`src/rtl/mips_mem_pkg.sv`:
```
// Shared types and defaults for the MIPS single-RAM instruction/data memory path.
package mips_mem_pkg;

    localparam int MEM_ADDR_W     = 5;
    localparam int MEM_DATA_W     = 32;
    localparam int MEM_STARVE_MAX = 3;

    // Which port owns the RAM read data arriving in the current cycle.
    typedef enum logic [1:0] {
        OWN_NONE = 2'd0,
        OWN_IF   = 2'd1,
        OWN_DM   = 2'd2
    } owner_t;

endpackage

```
`src/rtl/mem_grant_logic.sv`:
```
// Fixed DM-over-IF priority with a bounded starvation counter that forces an IF grant.
module mem_grant_logic
    import mips_mem_pkg::*;
#(
    parameter int STARVE_MAX = MEM_STARVE_MAX
) (
    input  logic clk,
    input  logic reset_n,
    input  logic if_req,
    input  logic dm_req,
    output logic if_gnt,
    output logic dm_gnt
);

    localparam logic [3:0] LP_STARVE_MAX = 4'(STARVE_MAX);

    logic [3:0] r_starve;
    logic       w_if_first;

    assign w_if_first = (r_starve == LP_STARVE_MAX);

    always_comb begin
        if_gnt = 1'b0;
        dm_gnt = 1'b0;
        if (reset_n) begin
            if (dm_req && !(if_req && w_if_first)) begin
                dm_gnt = 1'b1;
            end else if (if_req) begin
                if_gnt = 1'b1;
            end
        end
    end

    // Counts consecutive cycles in which DM took the RAM while IF was waiting.
    always_ff @(posedge clk or negedge reset_n) begin
        if (!reset_n) begin
            r_starve <= 4'd0;
        end else if (if_gnt || !if_req) begin
            r_starve <= 4'd0;
        end else if (dm_gnt && (r_starve != LP_STARVE_MAX)) begin
            r_starve <= r_starve + 4'd1;
        end
    end

endmodule

```
`src/rtl/imem_dmem_arbiter.sv`:
```
// Shares one synchronous RAM between instruction fetch and data memory, one access
// per cycle, routing the 1-cycle-latency read data back to whichever port issued it.
module imem_dmem_arbiter
    import mips_mem_pkg::*;
#(
    parameter int ADDR_W     = MEM_ADDR_W,
    parameter int DATA_W     = MEM_DATA_W,
    parameter int STARVE_MAX = MEM_STARVE_MAX
) (
    input  logic              clk,
    input  logic              reset_n,
    input  logic              if_req,
    input  logic [ADDR_W-1:0] if_addr,
    input  logic              if_flush,
    output logic              if_gnt,
    output logic              if_stall,
    output logic              if_valid,
    output logic [DATA_W-1:0] if_rdata,
    input  logic              dm_req,
    input  logic              dm_we,
    input  logic [ADDR_W-1:0] dm_addr,
    input  logic [DATA_W-1:0] dm_wdata,
    output logic              dm_gnt,
    output logic              dm_stall,
    output logic              dm_valid,
    output logic [DATA_W-1:0] dm_rdata,
    output logic [ADDR_W-1:0] ram_addr,
    output logic              ram_we,
    output logic              ram_re,
    output logic [DATA_W-1:0] ram_din,
    input  logic [DATA_W-1:0] ram_dout
);

    // Handshake: a port holds req (and its address/data) until it sees gnt in the
    // same cycle; a granted read returns with valid exactly one cycle later, and a
    // requester that is not granted sees stall, which freezes the PC or MEM stage.
    logic   w_if_gnt;
    logic   w_dm_gnt;
    owner_t w_owner_d;
    owner_t r_owner;
    logic   r_if_kill;
    logic [DATA_W-1:0] r_if_hold;
    logic [DATA_W-1:0] r_dm_hold;

    mem_grant_logic #(
        .STARVE_MAX (STARVE_MAX)
    ) u_grant (
        .clk     (clk),
        .reset_n (reset_n),
        .if_req  (if_req),
        .dm_req  (dm_req),
        .if_gnt  (w_if_gnt),
        .dm_gnt  (w_dm_gnt)
    );

    assign if_gnt   = w_if_gnt;
    assign dm_gnt   = w_dm_gnt;
    assign if_stall = if_req & ~w_if_gnt;
    assign dm_stall = dm_req & ~w_dm_gnt;

    always_comb begin
        ram_addr  = '0;
        ram_re    = 1'b0;
        ram_we    = 1'b0;
        ram_din   = '0;
        w_owner_d = OWN_NONE;
        if (w_if_gnt) begin
            ram_addr  = if_addr;
            ram_re    = 1'b1;
            w_owner_d = OWN_IF;
        end else if (w_dm_gnt) begin
            ram_addr = dm_addr;
            if (dm_we) begin
                ram_we  = 1'b1;
                ram_din = dm_wdata;
            end else begin
                ram_re    = 1'b1;
                w_owner_d = OWN_DM;
            end
        end
    end

    // A fetch flushed in its grant cycle still reads the RAM but is never delivered.
    assign if_valid = reset_n && (r_owner == OWN_IF) && !r_if_kill;
    assign dm_valid = reset_n && (r_owner == OWN_DM);
    assign if_rdata = if_valid ? ram_dout : r_if_hold;
    assign dm_rdata = dm_valid ? ram_dout : r_dm_hold;

    always_ff @(posedge clk or negedge reset_n) begin
        if (!reset_n) begin
            r_owner   <= OWN_NONE;
            r_if_kill <= 1'b0;
            r_if_hold <= '0;
            r_dm_hold <= '0;
        end else begin
            r_owner   <= w_owner_d;
            r_if_kill <= w_if_gnt & if_flush;
            if (if_valid) begin
                r_if_hold <= ram_dout;
            end
            if (dm_valid) begin
                r_dm_hold <= ram_dout;
            end
        end
    end

endmodule
```
`config.mk`:
```
export PLATFORM = sky130hd
export DESIGN_NAME = imem_dmem_arbiter
export DESIGN_NICKNAME = d
export VERILOG_FILES = /design/src/rtl/mips_mem_pkg.sv /design/src/rtl/mem_grant_logic.sv /design/src/rtl/imem_dmem_arbiter.sv
export SDC_FILE = /design/constraint.sdc
export NUM_CORES = 1
export LEC_CHECK = 0
export ABC_AREA = 1
export CAP_MARGIN = 25
export CORE_MARGIN = 1.5
export CORE_UTILIZATION = 35
export DETAILED_ROUTE_END_ITERATION = 8
export PLACE_DENSITY = 0.76
export SKIP_LAST_GASP = 1
export SLEW_MARGIN = 5
export SYNTH_ARGS = -nofsm -noshare
export SYNTH_HDL_FRONTEND = slang
export SYNTH_SLANG_ARGS = --single-unit
```
`constraint.sdc`:
```
create_clock -name clk -period 1.9 [get_ports clk]
set_input_delay 0.475 -clock clk [delete_from_list [all_inputs] [get_ports clk]]
set_output_delay 0.475 -clock clk [all_outputs]
set_load 0.05 [all_outputs]
```
==> run_results.csv, run 1 <==
group,metric,value,unit
status,status,"aborted with a tool error",
status,failed_stage,"clock tree synthesis (4_1_cts)",
status,first-error,"[ERROR DPL-0038] Utilization greater than 100%, impossible to legalize",
yosys,synth-main-ff-cell,"dfrtp_1",
floorplanning,rows,34,
floorplanning,pin_count,189,
yosys,syn_area_per_cell,8.303,sq um
place,dpl_cell_area,7340,sq um
yosys,muxShareOfSynthArea,0,%
yosys,netlist_top_cells_count,"nand2_1 (120), dfrtp_1 (71), o21ai_0 (66), inv_1 (43), nor2_1 (30)",
yosys,yosys.area_share.xor_xnor,0.2783,%
yosys,synth_top_family_by_area,"simple AND/OR/NAND/NOR gates",
yosys,yosysSeqAreaShare,56.46,%
yosys,yosys.cell_count.top_type,"nand2_1",
clock_network,post-cts-setup-buffers,34,
yosys,synth_edf_count,0,
clock_network,ctsHoldBuffers,0,
place,port_buffers,188,
clock_network,cts_sinks,71,
floorplanning,die_w,97.82,um
yosys,synth_nets,460,
clock_network,cts_buffers,9,
yosys,synth_area_leaders,"dfrtp_1 (56%), nand2_1 (14%), o21ai_0 (10%)",
clock_network,cts.path.max_buffers,2,
clock_network,cts_max_level,3,
place,hpwlAfterDp,9.679,mm
clock_network,ctsResizeCount,175,
yosys,yosys.area_share.simple,23.42,%
yosys,synth_cell_types,20,
floorplanning,initial_utilization,36.08,%
clock_network,cts_root_buffer,"clkbuf_8",
place,gp_congestion,0.8471,
yosys,synth_compound_area_share,10.66,%
yosys,ys_warn_count,0,
yosys,synthArstFlopShare,100.0,%
yosys,yosysTopAreaCellShare,56.46,%
yosys,synth_fa_ha_area_share,0.3976,%
yosys,synth_area,3147,sq um
floorplanning,die_y,97.82,um
yosys,synth_top_area_cell,"dfrtp_1",
yosys,synth_seq_cells,71,
yosys,netlist_instances,379,
==> per-stage QoR <==
| stage | instances | worst slack [ps] | TNS (ps) | util (%) |
|---|---|---|---|---|
| after detailed placement | 708 | -424.8 | -21740 | 84.16 |
| after global placement | 708 | -388.0 | -19490 | 84.16 |
| after floorplan | 379 | -236.1 | -13350 | - |
==> logic make-up after synthesis <==
| group | count (synthesis) |
|---|---|
| simple gates | 174 |
| fa+ha+maj | 1 |
| flops | 71 |
| xor+xnor | 1 |
| compound gates | 67 |
| buf+inv | 65 |
==> run 2: changes to the inputs <==
--- a/config.mk
+++ b/config.mk
@@ -8,9 +8,9 @@
 export ABC_AREA = 1
 export CAP_MARGIN = 25
 export CORE_MARGIN = 1.5
-export CORE_UTILIZATION = 35
+export CORE_UTILIZATION = 20
 export DETAILED_ROUTE_END_ITERATION = 8
-export PLACE_DENSITY = 0.76
+export PLACE_DENSITY_LB_ADDON = 0.15
 export SKIP_LAST_GASP = 1
 export SLEW_MARGIN = 5
 export SYNTH_ARGS = -nofsm -noshare
==> run 2 against run 1 <==
  * The flow now finishes, with violations (negative setup slack)
  * Synthesized area stayed put
  * Synthesized cell count stayed put
==> run_results.csv, run 2 <==
group,metric,value,unit
status,violations,"negative setup slack",
cells_and_area,layout_common_cells,"buf_12 (120), clkdlybuf4s50_1 (76), dfrtp_1 (71), nand2_1 (69), o21ai_4 (63)",
route,num_vias,3557,
global_route,grt_pass1_wl,20.18,mm
clock_network,cts_sinks,71,
yosys,yosys.cell_count.top_type,"nand2_1",
sta,relSlewSlack,63.81,%
route,drcViolationCount,0,
yosys,synth_edf_count,0,
floorplanning,die_y,128.4,um
route,ant_nets,0,
route,drt_iter0_markers,117,
place,dp.cells,800,
global_route,track_usage,15.71,%
clock_network,cts_buffers,9,
power_and_ir_drop,p_per_area,869.7,nW/um^2
sta,fin_skew,6.317,ps
yosys,yosysTopAreaCellShare,56.46,%
global_route,antenna_found_initial,0,
route,wl,12.83,mm
cells_and_area,utilization,58.84,%
sta,fin_crit_sh,117.7,%
clock_network,cts.path.max_buffers,2,
place,hpwlAfterDp,8.271,mm
sta,period_minus_slack,2236,ps
floorplanning,rows,45,
worst_setup_path,cpMostUsedCell,"buf_12",
floorplanning,initial_utilization,20.62,%
clock_network,clk_pin_slew_worst_paths,50,ps
cells_and_area,layout_commonest_cell,"buf_12",
yosys,synth_nets,460,
sta,layout_setup_ws,-335.9,ps
yosys,netlist_instances,379,
cells_and_area,finalNonFillerCells,860,
yosys,syn_area_per_cell,8.303,sq um
place,dpl_cell_area,7406,sq um
worst_setup_path,path_buf_inv,5,
yosys,synth_cell_types,20,
worst_setup_path,crit_required,1420,ps
cells_and_area,reg_top3,"r_dm_hold x32, r_if_hold x32, u_grant.r_starve x4",
yosys,synth_area,3147,sq um
floorplanning,die_w,128.4,um
power_and_ir_drop,p_leak,3.917,nW
sta,setup_viol,108,
floorplanning,die_area,16500,sq um
power_and_ir_drop,power,0.007809,W
yosys,synth-main-ff-cell,"dfrtp_1",
worst_setup_path,cp_top_family,"buffers and inverters",
power_and_ir_drop,ir_worst_vdd,0.4257,mV
sta,tightest_slew,542.8,ps
worst_setup_path,crit_arrival,1760,ps
hold_path,worstHoldPathType,"in2async",
global_route,grt_pass1_vias,3942,
clock_network,ctsHoldBuffers,0,
worst_setup_path,cpPeakStageDelay,370,ps
sta,hold_slack,145.8,ps
cells_and_area,fin_area,8979,sq um
cells_and_area,diodes,0,
worst_setup_path,endpoint_kind,"output pin",
route,wl_per_cell,14.92,um
yosys,synth_top_area_cell,"dfrtp_1",
route,vias_per_cell,4.136,
flow_run,cap_violations,0,
cells_and_area,fin_nets,726,
global_route,globalRoute.totalOverflow,0,
worst_setup_path,path_cells,"buf_6 > nand2_4 > nor2_4 > clkinv_4 > buf_12 > clkbuf_16 > o21ai_4 > buf_12",
sta,final_max_slew_viol_count,0,
clock_network,cts_max_level,3,
yosys,synthArstFlopShare,100.0,%
sta,fmax,0.4473,GHz
worst_setup_path,cp_slowest_cell,"dfrtp_1",
yosys,synth_seq_cells,71,
place,gp_congestion,0.7571,
status,status,"finished with violations",
yosys,yosysSeqAreaShare,56.46,%
cells_and_area,layout-area-overhead-vs-synth,185.3,%
worst_setup_path,crit_type,"reg2out",
sta,rsz0062_at_grt,"yes",
worst_setup_path,crit_path_start_kind,"register",
sta,finalHoldViolCount,0,
floorplanning,core,15260,sq um
cells_and_area,drive_above_1_share,57.94,%
place,port_buffers,188,
yosys,ys_warn_count,0,
clock_network,tritoncts,"yes",
global_route,grt_max_degree,43,
floorplanning,pin_count,189,
route,firstDrtPassIters,4,
yosys,synth_area_leaders,"dfrtp_1 (56%), nand2_1 (14%), o21ai_0 (10%)",
worst_setup_path,path_max_fanout,6,
yosys,netlist_top_cells_count,"nand2_1 (120), dfrtp_1 (71), o21ai_0 (66), inv_1 (43), nor2_1 (30)",
clock_network,cts_root_buffer,"clkbuf_16",
clock_network,clkLatencyLatePin,330,ps
run 2: power breakdown:
part           internal (W)  total (W)  switching (W)
combinational       0.00200    0.00417        0.00217
sequential          0.00180    0.00194       0.000145
clock               0.00108    0.00169       0.000614
run 2: area by class of cell:
cell class,instances,area [sq um]
clock inverters,3,42.54
inverters,45,201.4
fillers,1246,6280
multi-input cells,243,2321
clock buffers,12,256.5
flip-flops and latches,71,1777
repair buffers,275,4116
well taps,211,264.0
run 2: final timing paths:
kind                       depth (start not counted)           from  slack, ps                   to
setup / recovery                                   8     r_owner[1]       -340         dm_rdata[18]
setup reg to reg                                  10     r_owner[1]        290        r_dm_hold[19]
max in group asynchronous                          2        reset_n       1170        r_if_hold[12]
hold reg to reg                                    2  r_if_hold[16]        500        r_if_hold[16]
min in group clk                                   2  r_if_hold[16]        500        r_if_hold[16]
hold / removal                                     2        reset_n        150  u_grant.r_starve[0]
run 2: metal layers:
metal | up-vias | global-route usage (%) | wire, um
li1 | 1704 | - | -
met3 | 9 | 7.443 | 1297
met4 | 0 | 3.966 | 109
met2 | 146 | 26.50 | 6432
met5 | - | 0 | 0
met1 | 1698 | 18.02 | 4992
run 2: kinds of logic (layout without fill, tap and decap cells):
group / Yosys count / after routing / share of synthesized area [%]
AO/OA/AOI/OAI: 67 / 67 / 10.66
XOR/XNOR: 1 / 1 / 0.2784
adder cells (fa/ha/maj): 1 / 1 / 0.3976
buffers and inverters: 65 / 335 / 8.787
flip-flops: 71 / 71 / 56.46
AND/OR/NAND/NOR: 174 / 174 / 23.42
run 2: through the flow:
step | TNS (ps) | worst slack (ps)
floorplan | -13350 | -236.1
global placement | -19100 | -437.2
detailed placement | -20640 | -458.0
CTS | -33120 | -361.4
global route | -39410 | -414.7
finish | -31070 | -335.9
run 2: timing repair:
item	in CTS	in global routing
setup buffers	20	19
endpoints found under the hold margin	0	0
pin swaps	15	15
endpoints found under the setup margin	108	109
resized for setup	106	53
gates cloned	12	4
(Power assumes the default switching activity.)
==> run 3: changes to the inputs <==
--- a/config.mk
+++ b/config.mk
@@ -7,10 +7,12 @@
 export LEC_CHECK = 0
 export ABC_AREA = 1
 export CAP_MARGIN = 25
+export CORE_ASPECT_RATIO = 1.2
 export CORE_MARGIN = 1.5
 export CORE_UTILIZATION = 20
 export DETAILED_ROUTE_END_ITERATION = 8
 export PLACE_DENSITY_LB_ADDON = 0.15
+export REMOVE_ABC_BUFFERS = 1
 export SKIP_LAST_GASP = 1
 export SLEW_MARGIN = 5
 export SYNTH_ARGS = -nofsm -noshare
==> constraint.sdc (replaced) <==
create_clock -name clk -period 1.9 [get_ports clk]
set_input_delay 0.475 -clock clk [delete_from_list [all_inputs] [get_ports clk]]
set_output_delay 0.475 -clock clk [all_outputs]
set_load 0.01 [all_outputs]
==> run 3 against run 2 <==
  * The flow still finishes with violations (negative setup slack)
  * Critical path depth stayed put
  * Global-route usage is 2.5 points lower
  * Combinational power decreased by 55%
  * Non-clock buffer count grew 22
  * Largest power group is now registers
  * Highest routed layer unchanged
==> run_results.csv, run 3 (same netlist as run 2, synthesis figures left out) <==
group,metric,value,unit
status,violations,"negative setup slack",
cells_and_area,reg_top3,"r_dm_hold x32, r_if_hold x32, u_grant.r_starve x4",
cells_and_area,drive_above_1_share,50.30,%
worst_setup_path,cp_top_family,"buffers and inverters",
clock_network,cts_buffers,9,
sta,period_minus_slack,2130,ps
cells_and_area,layout_commonest_cell,"nand2_1",
power_and_ir_drop,p_comb_share,33.6,%
route,firstDrtPassIters,4,
global_route,antenna_found_initial,0,
worst_setup_path,path_cells,"nor2_2 > nand3_4 > buf_12 > buf_16 > buf_12 > nand2_1 > o21ai_2 > buf_2",
worst_setup_path,crit_type,"reg2out",
clock_network,cts_sinks,71,
route,num_vias,3626,
worst_setup_path,crit_cells,8,
global_route,track_usage,13.20,%
cells_and_area,layout-area-overhead-vs-synth,110.5,%
power_and_ir_drop,p_sw,0.001556,W
sta,rsz0062_at_grt,"yes",
worst_setup_path,critPathLaunch,"r_if_kill",
power_and_ir_drop,internal_power,0.003964,W
cells_and_area,utilization,42.70,%
sta,fin_skew,5.241,ps
route,wl_per_cell,12.69,um
worst_setup_path,endpoint_kind,"output pin",
worst_setup_path,path_max_fanout,6,
worst_setup_path,reg2reg_depth,11,
route,vias_per_cell,4.120,
clock_network,cts.path.max_buffers,2,
clock_network,ctsHoldBuffers,0,
sta,setup_viol,108,
cells_and_area,fillers,1638,
route,wl,11.16,mm
route,ant_nets,0,
power_and_ir_drop,p_per_area,833.2,nW/um^2
floorplanning,rows,50,
clock_network,cts_max_level,3,
sta,fmax,0.4694,GHz
floorplanning,die_w,117.5,um
floorplanning,core,15510,sq um
worst_setup_path,r2r-end,"r_if_hold[12]",
worst_setup_path,crit_path_start_kind,"register",
power_and_ir_drop,ir_worst_vdd,0.3809,mV
floorplanning,die_area,16500,sq um
route,drt_iter0_markers,156,
clock_network,tritoncts,"yes",
worst_setup_path,r2r-start,"r_if_kill",
floorplanning,pin_count,189,
global_route,grt_max_degree,53,
place,gp_congestion,0.7550,
clock_network,clkLatencyLatePin,330,ps
worst_setup_path,cp_slowest_cell,"dfrtp_1",
sta,tightest_slew,671.5,ps
status,status,"finished with violations",
cells_and_area,diodes,0,
worst_setup_path,crit_required,1420,ps
global_route,grt_pass1_wl,17.50,mm
cells_and_area,layout_common_cells,"nand2_1 (102), buf_4 (89), clkdlybuf4s50_1 (75), dfrtp_1 (71), buf_2 (63)",
sta,relSlewSlack,55.23,%
sta,final_max_slew_viol_count,0,
sta,fin_crit_sh,112.1,%
worst_setup_path,rrSetupSlack,150,ps
cells_and_area,fin_area,6625,sq um
place,port_buffers,188,
power_and_ir_drop,switching_share,28.19,%
place,hpwlAfterDp,7.464,mm
global_route,grt_pass1_vias,3554,
floorplanning,die_y,140.4,um
power_and_ir_drop,p_seq_share,34.2,%
clock_network,clk_pin_slew_worst_paths,60,ps
clock_network,cts_root_buffer,"clkbuf_16",
place,dpl_cell_area,5829,sq um
worst_setup_path,path_buf_inv,4,
route,drcViolationCount,0,
hold_path,worstHoldPathType,"in2async",
worst_setup_path,crit_arrival,1660,ps
worst_setup_path,cpMostUsedCell,"buf_12",
sta,finalHoldViolCount,0,
worst_setup_path,cpPeakStageDelay,370,ps
flow_run,cap_violations,0,
global_route,globalRoute.totalOverflow,0,
power_and_ir_drop,p_leak,3.413,nW
floorplanning,initial_utilization,20.28,%
sta,layout_setup_ws,-230.2,ps
power_and_ir_drop,power_frac_clock,32.2,%
worst_setup_path,crit_end,"if_rdata[7]",
cells_and_area,fin_nets,748,
[run 3: changes by cell type in the layout (fill, tap and decap cells not counted), moves of 20 or more]
cell / before / now
buf_12: 120 / 10
nand2_1: 69 / 102
nor2_4: 35 / 3
buf_4: 48 / 89
o21ai_4: 63 / 4
clkdlybuf4s15_2: 0 / 20
nand2_4: 28 / 7
buf_2: 0 / 63
o21ai_2: 2 / 53
[run 3: metal layers]
| layer | GRT usage [%] | up-vias | wire, um |
|---|---|---|---|
| met5 | 0 | - | 0 |
| met4 | 3.915 | 0 | 127 |
| met3 | 4.194 | 9 | 805 |
| met2 | 22.26 | 150 | 5466 |
| met1 | 16.18 | 1707 | 4764 |
| li1 | - | 1760 | - |
[run 3: worst min-delay path by stage]
stage | from | end
floorplan | reset_n | r_dm_hold[0]
global placement | reset_n | r_if_hold[1]
global route | reset_n | r_if_hold[2]
detailed placement | reset_n | r_dm_hold[2]
CTS | reset_n | r_dm_hold[2]
finish | reset_n | r_dm_hold[31]
[run 3: repair_timing]
item,4_1_cts,5_1_grt
setup endpoints to repair,109,110
gates cloned,4,1
pin swaps,14,15
setup buffers,22,10
gates resized for setup,494,95
[run 3: power by group through the flow]
stage | Combinational [W] | Sequential [W] | Clock (W)
floorplan | 0.000529 | 0.00188 | 0
global placement | 0.00175 | 0.00189 | 0
detailed placement | 0.00177 | 0.00190 | 0
CTS | 0.00180 | 0.00189 | 0.00184
global route | 0.00202 | 0.00192 | 0.00190
finish | 0.00186 | 0.00189 | 0.00178
[run 3: worst register-to-register path: cells and delay by family (launching register included)]
family	cells	cell delay [ps]
AND/OR/NAND/NOR	3	320
flip-flops	1	370
buffers and inverters	7	920
AO/OA/AOI/OAI	1	50
[run 3: cell type report]
type | count | area (sq um) | share of cell area, %
Timing Repair Buffer | 297 | 2605 | 39.32
Sequential cell | 71 | 1777 | 26.82
Multi-Input combinational cell | 243 | 1485 | 22.42
Tap cell | 208 | 260.3 | 3.928
Clock buffer | 11 | 232.7 | 3.513
Inverter | 45 | 182.7 | 2.757
Clock inverter | 5 | 82.58 | 1.246
[run 3: metrics by stage]
step | TNS, ps | power (W) | hold WS, ps | cells | setup slack [ps]
floorplan | -38320 | 0.002407 | 179.4 | 359 | -743.0
global placement | -56000 | 0.003636 | 468.3 | 829 | -738.7
detailed placement | -57800 | 0.003664 | 466.7 | 829 | -781.0
CTS | -20920 | 0.005528 | 122.3 | 871 | -283.6
global route | -24720 | 0.005842 | 125.7 | 880 | -321.8
finish | -16070 | 0.005520 | 115.4 | 880 | -230.2
==> run 4: changes to the inputs <==
--- a/config.mk
+++ b/config.mk
@@ -10,6 +10,8 @@
 export CORE_ASPECT_RATIO = 1.2
 export CORE_MARGIN = 1.5
 export CORE_UTILIZATION = 20
+export CTS_BUF_LIST = sky130_fd_sc_hd__clkbuf_4 sky130_fd_sc_hd__clkbuf_8 sky130_fd_sc_hd__clkbuf_16
+export CTS_CLUSTER_SIZE = 24
 export DETAILED_ROUTE_END_ITERATION = 8
 export PLACE_DENSITY_LB_ADDON = 0.15
 export REMOVE_ABC_BUFFERS = 1
==> run 4 against run 3 <==
  * The flow still finishes with violations (negative setup slack)
  * Clock-buffer cell count stayed put
  * Global-route usage up 0.29 points
  * Combinational power rose by 8%
  * Fmax down 0.94%
  * Sequential power about the same
  * Wire length grew 5.8%
  * Sequential share of layout area is 1.3 points lower
  * Final cell count is 1.8% higher
  * Worst hold slack improved by 1.9 ps
  * Register-to-register slack got worse by 280 ps
  * Worst setup slack got worse by 20 ps
  * Total power rose by 3.6%
  * Largest cell class unchanged
==> run_results.csv, run 4 (same netlist as run 2, synthesis figures left out) <==
group,metric,value,unit
power_and_ir_drop,p_per_area,821.3,nW/um^2
floorplanning,rows,50,
clock_network,cts_max_level,3,
floorplanning,die_y,140.4,um
sta,setup_viol,109,
global_route,grt_max_degree,53,
global_route,antenna_found_initial,0,
floorplanning,die_area,16500,sq um
cells_and_area,reg_top3,"r_dm_hold x32, r_if_hold x32, u_grant.r_starve x4",
worst_setup_path,crit_path_start_kind,"register",
route,firstDrtPassIters,4,
floorplanning,core,15510,sq um
sta,rsz0062_at_grt,"yes",
floorplanning,pin_count,189,
sta,fmax,0.4650,GHz
clock_network,tritoncts,"yes",
worst_setup_path,reg2reg_depth,13,
route,wl_per_cell,13.19,um
worst_setup_path,crit_type,"reg2out",
power_and_ir_drop,power,0.005718,W
place,hpwlAfterDp,7.464,mm
worst_setup_path,rrSetupSlack,-130,ps
cells_and_area,layout_commonest_cell,"buf_4",
cells_and_area,drive_above_1_share,54.22,%
sta,hold_slack,117.3,ps
status,status,"finished with violations",
place,pre_cts_ws,-781.0,ps
cells_and_area,layout_common_cells,"buf_4 (101), nand2_1 (95), clkdlybuf4s50_1 (75), buf_2 (75), dfrtp_1 (70)",
route,vias_per_cell,4.102,
power_and_ir_drop,ir_worst_vdd,0.3805,mV
sta,fin_skew,6.832,ps
global_route,grt_pass1_vias,3661,
cells_and_area,fin_nets,764,
worst_setup_path,crit_arrival,1680,ps
worst_setup_path,r2r-end,"r_if_hold[12]",
clock_network,clkLatencyLatePin,330,ps
worst_setup_path,r2r-start,"r_owner[1]",
sta,layout_setup_ws,-250.5,ps
place,gp_congestion,0.7550,
global_route,track_usage,13.49,%
place,port_buffers,188,
floorplanning,die_w,117.5,um
clock_network,cts.path.max_buffers,2,
status,violations,"negative setup slack",
floorplanning,initial_utilization,20.28,%
sta,relSlewSlack,54.32,%
route,ant_nets,0,
power_and_ir_drop,p_leak,3.544,nW
cells_and_area,layout-area-overhead-vs-synth,121.2,%
clock_network,cts_sinks,71,
clock_network,cts_root_buffer,"clkbuf_16",
route,num_vias,3675,
sta,fin_crit_sh,113.2,%
cells_and_area,diodes,0,
global_route,globalRoute.totalOverflow,0,
flow_run,cap_violations,0,
hold_path,worstHoldPathType,"in2async",
worst_setup_path,endpoint_kind,"output pin",
clock_network,clk_pin_slew_worst_paths,60,ps
clock_network,ctsHoldBuffers,0,
route,drcViolationCount,0,
worst_setup_path,crit_required,1420,ps
route,drt_iter0_markers,139,
sta,tightest_slew,685.1,ps
route,wl,11.81,mm
sta,period_minus_slack,2150,ps
clock_network,cts_buffers,9,
sta,final_max_slew_viol_count,0,
global_route,grt_pass1_wl,17.91,mm
worst_setup_path,path_max_fanout,7,
sta,finalHoldViolCount,0,
[run 4: cell types whose count changed in the layout (fill, tap and decap cells not counted), sizes merged]
cell           before  now
buf               180  211
clkbuf             24   16
clkdlybuf4s15      22   18
dlygate4sd2         5    3
dlymetal6s2s        1    0
[run 4: metrics by stage]
stage          setup TNS (ps)  area, sq um  utilization [%]  cells
2_1_floorplan          -38320         3042                -    359
3_3_place_gp           -56000         5829            37.57    829
3_5_place_dp           -57800         5829            37.57    829
4_1_cts                -19790         6556            42.26    878
5_1_grt                -25160         6962            44.87    896
6_report               -17480         6962            44.87    896
[run 4: worst max path at each step]
| stage | depth (start not counted) | end | startpoint | slack [ps] |
|---|---|---|---|---|
| global route | 8 | ram_din[23] | u_grant.r_starve[1] | -310 |
| global placement | 8 | ram_addr[1] | if_req | -740 |
| CTS | 8 | dm_rdata[6] | r_owner[1] | -270 |
| detailed placement | 8 | ram_addr[4] | if_req | -780 |
| floorplan | 2 | if_rdata[0] | reset_n | -740 |
| finish | 8 | if_rdata[16] | r_owner[1] | -250 |
[run 4: report_power, final]
part / total (W) / switching, W / internal, W
registers: 0.00190 / 0.000102 / 0.00180
clock network: 0.00181 / 0.000631 / 0.00118
logic: 0.00201 / 0.000890 / 0.00112
[run 4: layout make-up]
type	instances	area, sq um
fillers	1609	8553
repair buffers	313	2786
flip-flops and latches	71	1778
multi-input cells	243	1627
well taps	208	260.3
clock buffers	11	240.2
inverters	45	187.7
clock inverters	5	82.58
[run 4: per-layer routing]
layer  vias up  GRT usage (%)  wire (um)
met5         -              0          0
met3         9          4.275        832
li1       1783              -          -
met2       148          22.72       5747
met4         0          3.915        125
met1      1735          16.60       5109
[run 4: worst max-delay path, cell delays in order, from the launching register on]
cell     delay (ps)
dfrtp_1         380
nor2_2          150
nand3_4         130
buf_12          170
buf_16          150
buf_12          130
nand2_4          50
o21ai_4          50
buf_2           130
[run 4: repair_timing]
item,4_1_cts,5_1_grt
setup buffers,29,13
gates cloned,4,6
resized for setup,543,113
hold endpoints to repair,0,0
pin swaps,14,18
setup endpoints to repair,109,110
